===== src/rtl/req_pair_ctrl.sv =====
// Pairs single-cycle requests from two requesters into one simultaneous req1/req2 pulse.
// Also generates a periodic enable strobe for the downstream counter.
module req_pair_ctrl #(
    parameter int DIV     = 4,
    parameter int TIMEOUT = 8,
    parameter int CNT_W   = 8
) (
    input  logic             clk,
    input  logic             rst_n,
    input  logic             run,
    input  logic             a_req,
    input  logic             b_req,
    output logic             a_ack,
    output logic             b_ack,
    output logic             enable,
    output logic             req1,
    output logic             req2,
    output logic             timeout,
    output logic [CNT_W-1:0] pair_cnt
);

    localparam int WAIT_W = (TIMEOUT > 1) ? $clog2(TIMEOUT) : 1;
    localparam int DIV_W  = (DIV > 1) ? $clog2(DIV) : 1;
    localparam logic [WAIT_W-1:0] WAIT_LAST = WAIT_W'(TIMEOUT - 1);
    localparam logic [DIV_W-1:0]  DIV_LAST  = DIV_W'(DIV - 1);

    typedef enum logic [1:0] {IDLE, HOLD_A, HOLD_B, FIRE} state_t;

    state_t             state_q, state_d;
    logic [WAIT_W-1:0]  wait_q, wait_d;
    logic               timeout_q, timeout_d;
    logic [CNT_W-1:0]   pair_cnt_q, pair_cnt_d;
    logic [DIV_W-1:0]   div_q, div_d;
    logic               enable_q, enable_d;

    always_ff @(posedge clk or negedge rst_n) begin
        if (!rst_n) begin
            state_q    <= IDLE;
            wait_q     <= '0;
            timeout_q  <= 1'b0;
            pair_cnt_q <= '0;
            div_q      <= '0;
            enable_q   <= 1'b0;
        end else begin
            state_q    <= state_d;
            wait_q     <= wait_d;
            timeout_q  <= timeout_d;
            pair_cnt_q <= pair_cnt_d;
            div_q      <= div_d;
            enable_q   <= enable_d;
        end
    end

    // FIRE behaves like IDLE for new arrivals so back-to-back requests are not lost.
    always_comb begin
        state_d   = state_q;
        wait_d    = wait_q;
        timeout_d = 1'b0;
        case (state_q)
            IDLE, FIRE: begin
                wait_d = '0;
                if (a_req && b_req) begin
                    state_d = FIRE;
                end else if (a_req) begin
                    state_d = HOLD_A;
                end else if (b_req) begin
                    state_d = HOLD_B;
                end else begin
                    state_d = IDLE;
                end
            end
            HOLD_A: begin
                if (b_req) begin
                    state_d = FIRE;
                end else if (wait_q == WAIT_LAST) begin
                    state_d   = IDLE;
                    timeout_d = 1'b1;
                end else begin
                    wait_d = wait_q + 1'b1;
                end
            end
            HOLD_B: begin
                if (a_req) begin
                    state_d = FIRE;
                end else if (wait_q == WAIT_LAST) begin
                    state_d   = IDLE;
                    timeout_d = 1'b1;
                end else begin
                    wait_d = wait_q + 1'b1;
                end
            end
            default: state_d = IDLE;
        endcase

        pair_cnt_d = pair_cnt_q;
        if (state_d == FIRE) begin
            pair_cnt_d = pair_cnt_q + 1'b1;
        end
    end

    always_comb begin
        div_d    = '0;
        enable_d = 1'b0;
        if (run) begin
            enable_d = (div_q == DIV_LAST);
            div_d    = (div_q == DIV_LAST) ? '0 : div_q + 1'b1;
        end
    end

    assign req1     = (state_q == FIRE);
    assign req2     = (state_q == FIRE);
    assign a_ack    = (state_q == FIRE);
    assign b_ack    = (state_q == FIRE);
    assign timeout  = timeout_q;
    assign enable   = enable_q;
    assign pair_cnt = pair_cnt_q;

endmodule


===== config.mk =====
export PLATFORM = sky130hd
export DESIGN_NAME = req_pair_ctrl
export DESIGN_NICKNAME = d
export VERILOG_FILES = /design/src/rtl/req_pair_ctrl.sv
export SDC_FILE = /design/constraint.sdc
export NUM_CORES = 1
export LEC_CHECK = 0
export ABC_AREA = 1
export CAP_MARGIN = 20
export CORE_UTILIZATION = 50
export DETAILED_ROUTE_END_ITERATION = 12
export GPL_ROUTABILITY_DRIVEN = 0
export GPL_TIMING_DRIVEN = 0
export HOLD_SLACK_MARGIN = 0.02
export PLACE_DENSITY = 0.8
export SLEW_MARGIN = 20
export SYNTH_ARGS = -nofsm -noshare
export SYNTH_HDL_FRONTEND = slang
export SYNTH_SLANG_ARGS = --single-unit

===== constraint.sdc =====
create_clock -name clk -period 1.9 [get_ports clk]
set_clock_uncertainty 0.15 [all_clocks]
set_input_delay 0.57 -clock clk [delete_from_list [all_inputs] [get_ports clk]]
set_output_delay 0.57 -clock clk [all_outputs]
set_load 0.05 [all_outputs]

==> run summary, run 1 <==
RUN STATUS
------------------------------------------------------------------------------
Outcome ......................................................... finished, final reports clean

TIMING
------------------------------------------------------------------------------
Final cycle utilization of the critical path ....................         1.00
Final Max Slew Viols ............................................            0
Final-layout setup total negative slack .........................         0 ps
Number of failing setup endpoints in the final timing report ....            0
Tightest slew margin relative to the limit ......................        0.501
Maximum clock frequency .........................................      527 MHz
Worst setup margin ..............................................     0.684 ps
Unrepaired setup endpoints after global routing .................         true
Crit path time final ............................................      1900 ps
Transition time at the pin with the least slew margin ...........       746 ps
Final number of hold-violating endpoints ........................            0
Worst hold slack ................................................       294 ps

MIN PATH
------------------------------------------------------------------------------
Worst hold-check path type ...................................... flop to flop
Beginning of the worst hold path ................................     div_q[0]

FLOORPLAN
------------------------------------------------------------------------------
Area of the die .................................................     2120 um2
Height of the chip ..............................................      46.0 um
Initial Utilization .............................................        0.549
Floorplan die width .............................................      46.0 um
Std-Cell Core Area ..............................................     1760 um2
Number of top-level pins ........................................           19
Number of core rows .............................................           15

GLOBAL ROUTING
------------------------------------------------------------------------------
Vias in the first global route ..................................          714
GRT Resource Usage Total ........................................        0.203
First-pass GRT wire length ......................................      3040 um
Largest net degree at the start of global routing ...............           18
Antenna violations before repair ................................            0
Remaining global-route overflow .................................            0

CRITICAL PATH
------------------------------------------------------------------------------
Classification of the worst setup path .......................... flop to output port
Capturing element type of the critical path .....................  output port
Cells along the critical path ................................... ha_4 -> buf_6 -> buf_8
Longest individual stage delay on the worst path ................       440 ps
Buffers plus inverters on the worst setup path ..................            2
Reg2reg start ...................................................   state_q[0]
Start point of the critical path ................................   state_q[1]
CP Data Required Time ...........................................      1180 ps
Largest fanout on the critical path .............................            4
Startpoint class of the critical path ...........................         flop
Top delay family on crit path ...................................   flip-flops
Critical path data arrival time .................................      1180 ps
Crit-path slowest cell .......................................... sky130_fd_sc_hd__dfrtp_1

ROUTE
------------------------------------------------------------------------------
Total number of vias ............................................          844
Post-Route WL ...................................................      1900 um
Number of remaining DRC errors ..................................            0
Post-DR vias/cell ...............................................         5.08
Routed WL per cell ..............................................      11.4 um
Post-route antenna net violation count ..........................            0
Initial drt markers .............................................           26
Total iterations of the first detailed-routing run ..............            5

POWER AND IR DROP
------------------------------------------------------------------------------
Cell Int Power ..................................................    0.00116 W
Gate power share ................................................        0.684
Power Density ...................................................  1860 nW/um2
Switching part of the total .....................................        0.515
Seq pwr share ...................................................        0.233
Power dissipated by switching net loads .........................    0.00124 W
Max rail drop VDD ...............................................      1.06 mV
LEAKAGE .........................................................     0.689 nW
Share of power burned in the clock network ......................        0.083

YOSYS
------------------------------------------------------------------------------
Cells taking the most area after synthesis ...................... sky130_fd_sc_hd__dfrtp_1 (44%), sky130_fd_sc_hd__nand2_1 (16%), sky130_fd_sc_hd__ha_1 (9.0%), sky130_fd_sc_hd__inv_1 (4.7%), sky130_fd_sc_hd__nand3_1 (3.6%)
Count of state elements after synthesis .........................           17
Leading area contributor after synthesis ........................ sky130_fd_sc_hd__dfrtp_1
Post-synth net total ............................................          129
Count of unique library cells instantiated by Yosys .............           21
Average cell area after synthesis ...............................     8.28 um2
Synthesis Warnings ..............................................            0
Portion of the post-synthesis area used by sequential elements ..        0.439
Mapped Area .....................................................      968 um2
Cell count after synthesis ......................................          117
Proportion of netlist area held by the largest area contributor .        0.439

PLACE
------------------------------------------------------------------------------
Port bufs .......................................................           18
Setup slack after placement .....................................      -359 ps
Area after DPL ..................................................     1180 um2
Sum of net half-perimeters after detailed placement .............      1260 um

CLOCKING
------------------------------------------------------------------------------
Number of buffers created by CTS ................................            3
Number of clock sinks ...........................................           17
Clock Root Buffer ............................................... sky130_fd_sc_hd__clkbuf_4
Later-pin clock latency in the skew report ......................       300 ps
H-Tree Level Count ..............................................            1
Maximum number of buffers from clock root to sink ...............            2
CTS tree ........................................................         done
Reg clk slew, reported paths ....................................       110 ps

LAYOUT
------------------------------------------------------------------------------
Syn-to-layout area delta ........................................        33.2%
Area of all placed cells without fillers ........................     1290 um2
Share of post-route cells with drive strength above 1 ...........        0.277
Fillcell total ..................................................          135
Final nets ......................................................          154
Final antenna diode count .......................................            0
Utilization of the core after routing ...........................        0.731

RUN
------------------------------------------------------------------------------
Max-capacitance violation count .................................            0

[worst register-to-register path, delay by kind of cell (launching register included)]
family | cells | cell delay (ps)
flip-flops | 1 | 440
AND/OR/NAND/NOR | 7 | 580
adder cells (fa/ha/maj) | 1 | 220
buffers and inverters | 4 | 360
[Yosys cell counts]
cell                       instances
sky130_fd_sc_hd__nand3b_1          1
sky130_fd_sc_hd__ha_1              7
sky130_fd_sc_hd__nor2_4            2
sky130_fd_sc_hd__nor2_2            1
sky130_fd_sc_hd__xor2_1            3
sky130_fd_sc_hd__inv_1            12
sky130_fd_sc_hd__nor2_1            6
sky130_fd_sc_hd__nand4_1           1
sky130_fd_sc_hd__nand2_1          41
sky130_fd_sc_hd__o21ba_2           1
sky130_fd_sc_hd__xnor2_1           1
sky130_fd_sc_hd__nor3b_1           1
sky130_fd_sc_hd__nand2_4           2
sky130_fd_sc_hd__buf_4             3
sky130_fd_sc_hd__a21oi_2           1
sky130_fd_sc_hd__o21ai_0           3
sky130_fd_sc_hd__nand3_1           7
sky130_fd_sc_hd__nand2_2           2
sky130_fd_sc_hd__o21a_1            1
sky130_fd_sc_hd__dfrtp_1          17
sky130_fd_sc_hd__inv_2             4
[power groups by stage]
stage / clock [W] / sequential, W / combinational (W)
CTS: 0.000203 / 0.000556 / 0.00151
finish: 0.000200 / 0.000559 / 0.00164
detailed placement: 0 / 0.000564 / 0.00141
global placement: 0 / 0.000558 / 0.00139
floorplan: 0 / 0.000691 / 0.000956
global route: 0.000212 / 0.000573 / 0.00179
[through the flow]
stage,cells,power (W)
finish,166,0.00240
global route,166,0.00257
CTS,166,0.00227
detailed placement,160,0.00198
global placement,160,0.00195
floorplan,117,0.00165
[worst paths after layout]
kind / endpoint / slack [ps] / cells past startpoint
worst min-delay path: div_q[0] / 290 / 1
worst min register to register: div_q[0] / 290 / 1
worst max-delay path: b_ack / 0.7 / 3
min in group asynchronous: wait_q[1] / 550 / 1
worst max register to register: pair_cnt[3] / 100 / 12
max in group asynchronous: pair_cnt[3] / 580 / 1
[routing by layer]
| layer | routed length [um] | share of wire | up-vias | track usage |
|---|---|---|---|---|
| li1 | - | - | 408 | - |
| met1 | 830 | 0.44 | 388 | 0.288 |
| met2 | 900 | 0.47 | 40 | 0.293 |
| met3 | 115 | 0.061 | 8 | 0.0238 |
| met4 | 51 | 0.027 | 0 | 0.124 |
| met5 | 0 | 0 | - | 0 |
[cells by family (layout without fill, tap and decap cells)]
kind of cell | count (synthesis) | in the layout | synth area share
DFF | 17 | 17 | 0.439
and+or+nand+nor | 64 | 64 | 0.306
buffers and inverters | 19 | 43 | 0.0853
adders and majority gates | 7 | 7 | 0.0904
xor gates and xnor gates | 4 | 4 | 0.0362
AOI/OAI and AO/OA | 6 | 6 | 0.0426
[area by class of cell]
type | count | area (um2) | share of cell area
well taps | 25 | 31.3 | 0.0242
repair buffers | 20 | 214 | 0.166
multi-input cells | 81 | 495 | 0.384
clock buffers | 3 | 22.5 | 0.0175
flip-flops and latches | 17 | 425 | 0.330
plain buffers | 3 | 33.8 | 0.0262
inverters | 16 | 62.6 | 0.0485
clock inverters | 1 | 5.00 | 0.00388
[flip-flops by register name, indices dropped and copies added (netlist names)]
name / count
timeout: 1
enable: 1
wait_q: 3
div_q: 2
state_q: 2
pair_cnt: 8
[cells in the final DEF (no fill, tap or decap), drive strengths merged]
cell and instances:
a21oi 1, o21ba 1, nand3b 1, o21a 1, nand3 7, inv 16
dlygate4sd2 1, nand2 45, nand4 1, clkdlybuf4s15 8, ha 7, nor3b 1
xnor2 1, dfrtp 17, clkdlybuf4s50 4, o21ai 3, buf 10, nor2 9
xor2 3, clkinv 1, clkbuf 3
[what timing repair did]
item	in CTS	in global routing
hold buffers	0	0
gates resized for setup	59	11
pin swaps	1	4
buffers inserted	2	0
endpoints found under the setup margin	14	14
Note: power is estimated with default switching activity, not from simulation.
==> run 2: changes to the inputs <==
- CORE_ASPECT_RATIO: unset -> 1.25
==> run 2 against run 1 <==
Against the previous run:
- sequential share of layout area grew 0.29 points
- sequential cell count is the same
- largest power group unchanged
- maximum frequency grew 1.2%
- clock power shrank 5%
- critical path depth is the same
- die area is essentially flat
- design area shrank 0.87%
- register-to-register slack gained 20 ps
==> run summary, run 2 (synthesis gave the netlist of run 1 again) <==
CLOCKING
----------------------------------------------------------------------------
Reg clk slew, reported paths ..................................       100 ps
Maximum number of buffers from clock root to sink .............            2
Number of clock sinks .........................................           17
Later-pin clock latency in the skew report ....................       290 ps
Number of buffers created by CTS ..............................            3
CTS tree ......................................................         done
H-Tree Level Count ............................................            1
Clock Root Buffer ............................................. sky130_fd_sc_hd__clkbuf_4

FLOORPLAN
----------------------------------------------------------------------------
Height of the chip ............................................      51.2 um
Area of the die ...............................................     2120 um2
Number of core rows ...........................................           17
Number of top-level pins ......................................           19
Initial Utilization ...........................................        0.542
Floorplan die width ...........................................      41.4 um
Std-Cell Core Area ............................................     1790 um2

POWER AND IR DROP
----------------------------------------------------------------------------
Power Density .................................................  1840 nW/um2
LEAKAGE .......................................................     0.683 nW
Max rail drop VDD .............................................      1.28 mV

TIMING
----------------------------------------------------------------------------
Number of failing setup endpoints in the final timing report ..            0
Final cycle utilization of the critical path ..................        0.987
Crit path time final ..........................................      1880 ps
Final Max Slew Viols ..........................................            0
Transition time at the pin with the least slew margin .........       735 ps
Unrepaired setup endpoints after global routing ...............         true
Maximum clock frequency .......................................      533 MHz
Tightest slew margin relative to the limit ....................        0.509
Final number of hold-violating endpoints ......................            0

CRITICAL PATH
----------------------------------------------------------------------------
Largest fanout on the critical path ...........................            4
Worst r2r path cells ..........................................           11
Capturing element type of the critical path ...................  output port
CP Data Required Time .........................................      1180 ps
Classification of the worst setup path ........................ flop to output port
Startpoint class of the critical path .........................         flop
Critical path data arrival time ...............................      1160 ps

RUN STATUS
----------------------------------------------------------------------------
Outcome ....................................................... finished, final reports clean

PLACE
----------------------------------------------------------------------------
Sum of net half-perimeters after detailed placement ...........      1250 um
Port bufs .....................................................           18
DP Cell Count .................................................          154

LAYOUT
----------------------------------------------------------------------------
Syn-to-layout area delta ......................................        32.0%
Utilization of the core after routing .........................        0.716
Most frequent cells in the layout ............................. sky130_fd_sc_hd__nand2_1 (40), sky130_fd_sc_hd__dfrtp_1 (17), sky130_fd_sc_hd__inv_1 (12)
Post-route non-filler standard cell count .....................          160
Final antenna diode count .....................................            0
Final nets ....................................................          154
Share of post-route cells with drive strength above 1 .........        0.284
Fillcell total ................................................          135
Most common library cell in the layout ignoring fill and taps . sky130_fd_sc_hd__nand2_1
Number of flip-flops under the largest register name ..........            8

MIN PATH
----------------------------------------------------------------------------
Worst hold-check path type .................................... flop to flop
Worst Hold Depth ..............................................            1

GLOBAL ROUTING
----------------------------------------------------------------------------
Antenna violations before repair ..............................            0
First-pass GRT wire length ....................................      2970 um
Largest net degree at the start of global routing .............           18
Remaining global-route overflow ...............................            0
GRT Resource Usage Total ......................................        0.206
Vias in the first global route ................................          792

ROUTE
----------------------------------------------------------------------------
Post-Route WL .................................................      1700 um
Initial drt markers ...........................................            5
Post-DR vias/cell .............................................         4.97
Post-route antenna net violation count ........................            0
Total iterations of the first detailed-routing run ............            3
Number of remaining DRC errors ................................            0
Routed WL per cell ............................................      10.6 um
Total number of vias ..........................................          795

RUN
----------------------------------------------------------------------------
Max-capacitance violation count ...............................            0

==> run 2: changes by cell type in the layout (fill, tap and decap cells not counted), sizes merged <==
cell / change
clkinv: -1
buf: -1
clkbuf: +2
==> run 2: timing repair <==
| item | in CTS | in global routing |
|---|---|---|
| hold buffers | 0 | 0 |
| setup endpoints to repair | 14 | 9 |
| buffers inserted | 2 | 0 |
| pin swaps | 0 | 3 |
| gates resized for setup | 53 | 15 |
==> run 2: layout make-up <==
cell class,count,area [um2],area share
flip-flops and latches,17,425,0.333
well taps,19,23.8,0.0186
multi-input cells,81,498,0.389
clock buffers,4,26.3,0.0205
plain buffers,3,33.8,0.0264
inverters,16,62.6,0.0489
repair buffers,20,209,0.163
==> run 2: stage by stage <==
stage          setup TNS (ps)  setup WS (ps)  total power (W)  instance area (um2)  hold WS, ps
2_1_floorplan               0           2.50          0.00165                  968          124
3_3_place_gp            -1940           -303          0.00194                 1170          275
3_5_place_dp            -2400           -346          0.00199                 1170          284
4_1_cts                     0           18.1          0.00221                 1220          297
5_1_grt                 -65.7          -16.1          0.00256                 1280          329
6_report                    0           23.8          0.00236                 1280          296
==> run 2: report_power, final <==
part	leakage, nW	internal [W]	total (W)	switching [W]
logic	0.446	0.000606	0.00162	0.00101
clock network	0.0150	0.0000816	0.000191	0.000109
registers	0.222	0.000463	0.000552	0.0000892
==> run 2: layer usage <==
metal  vias up  share of wire  GRT usage  wire length (um)
li1        407              -          -                 -
met1       370           0.42      0.218               713
met2        14           0.53      0.372               898
met3         4          0.035     0.0391                60
met4         0          0.015     0.0806                25
met5         -              0          0                 0
==> run 2: critical path, cell delays in order, from the launching register on <==
cell and delay [ps]:
sky130_fd_sc_hd__dfrtp_1 420, sky130_fd_sc_hd__ha_4 190, sky130_fd_sc_hd__buf_6 110, sky130_fd_sc_hd__buf_8 140
==> run 2: final timing paths <==
kind,start,to,slack [ps]
min in group asynchronous,rst_n,pair_cnt[2],560
min,div_q[0],div_q[0],300
max reg2reg,state_q[0],pair_cnt[0],120
max in group asynchronous,rst_n,wait_q[1],580
min reg2reg,div_q[0],div_q[0],300
max,state_q[1],req1,20
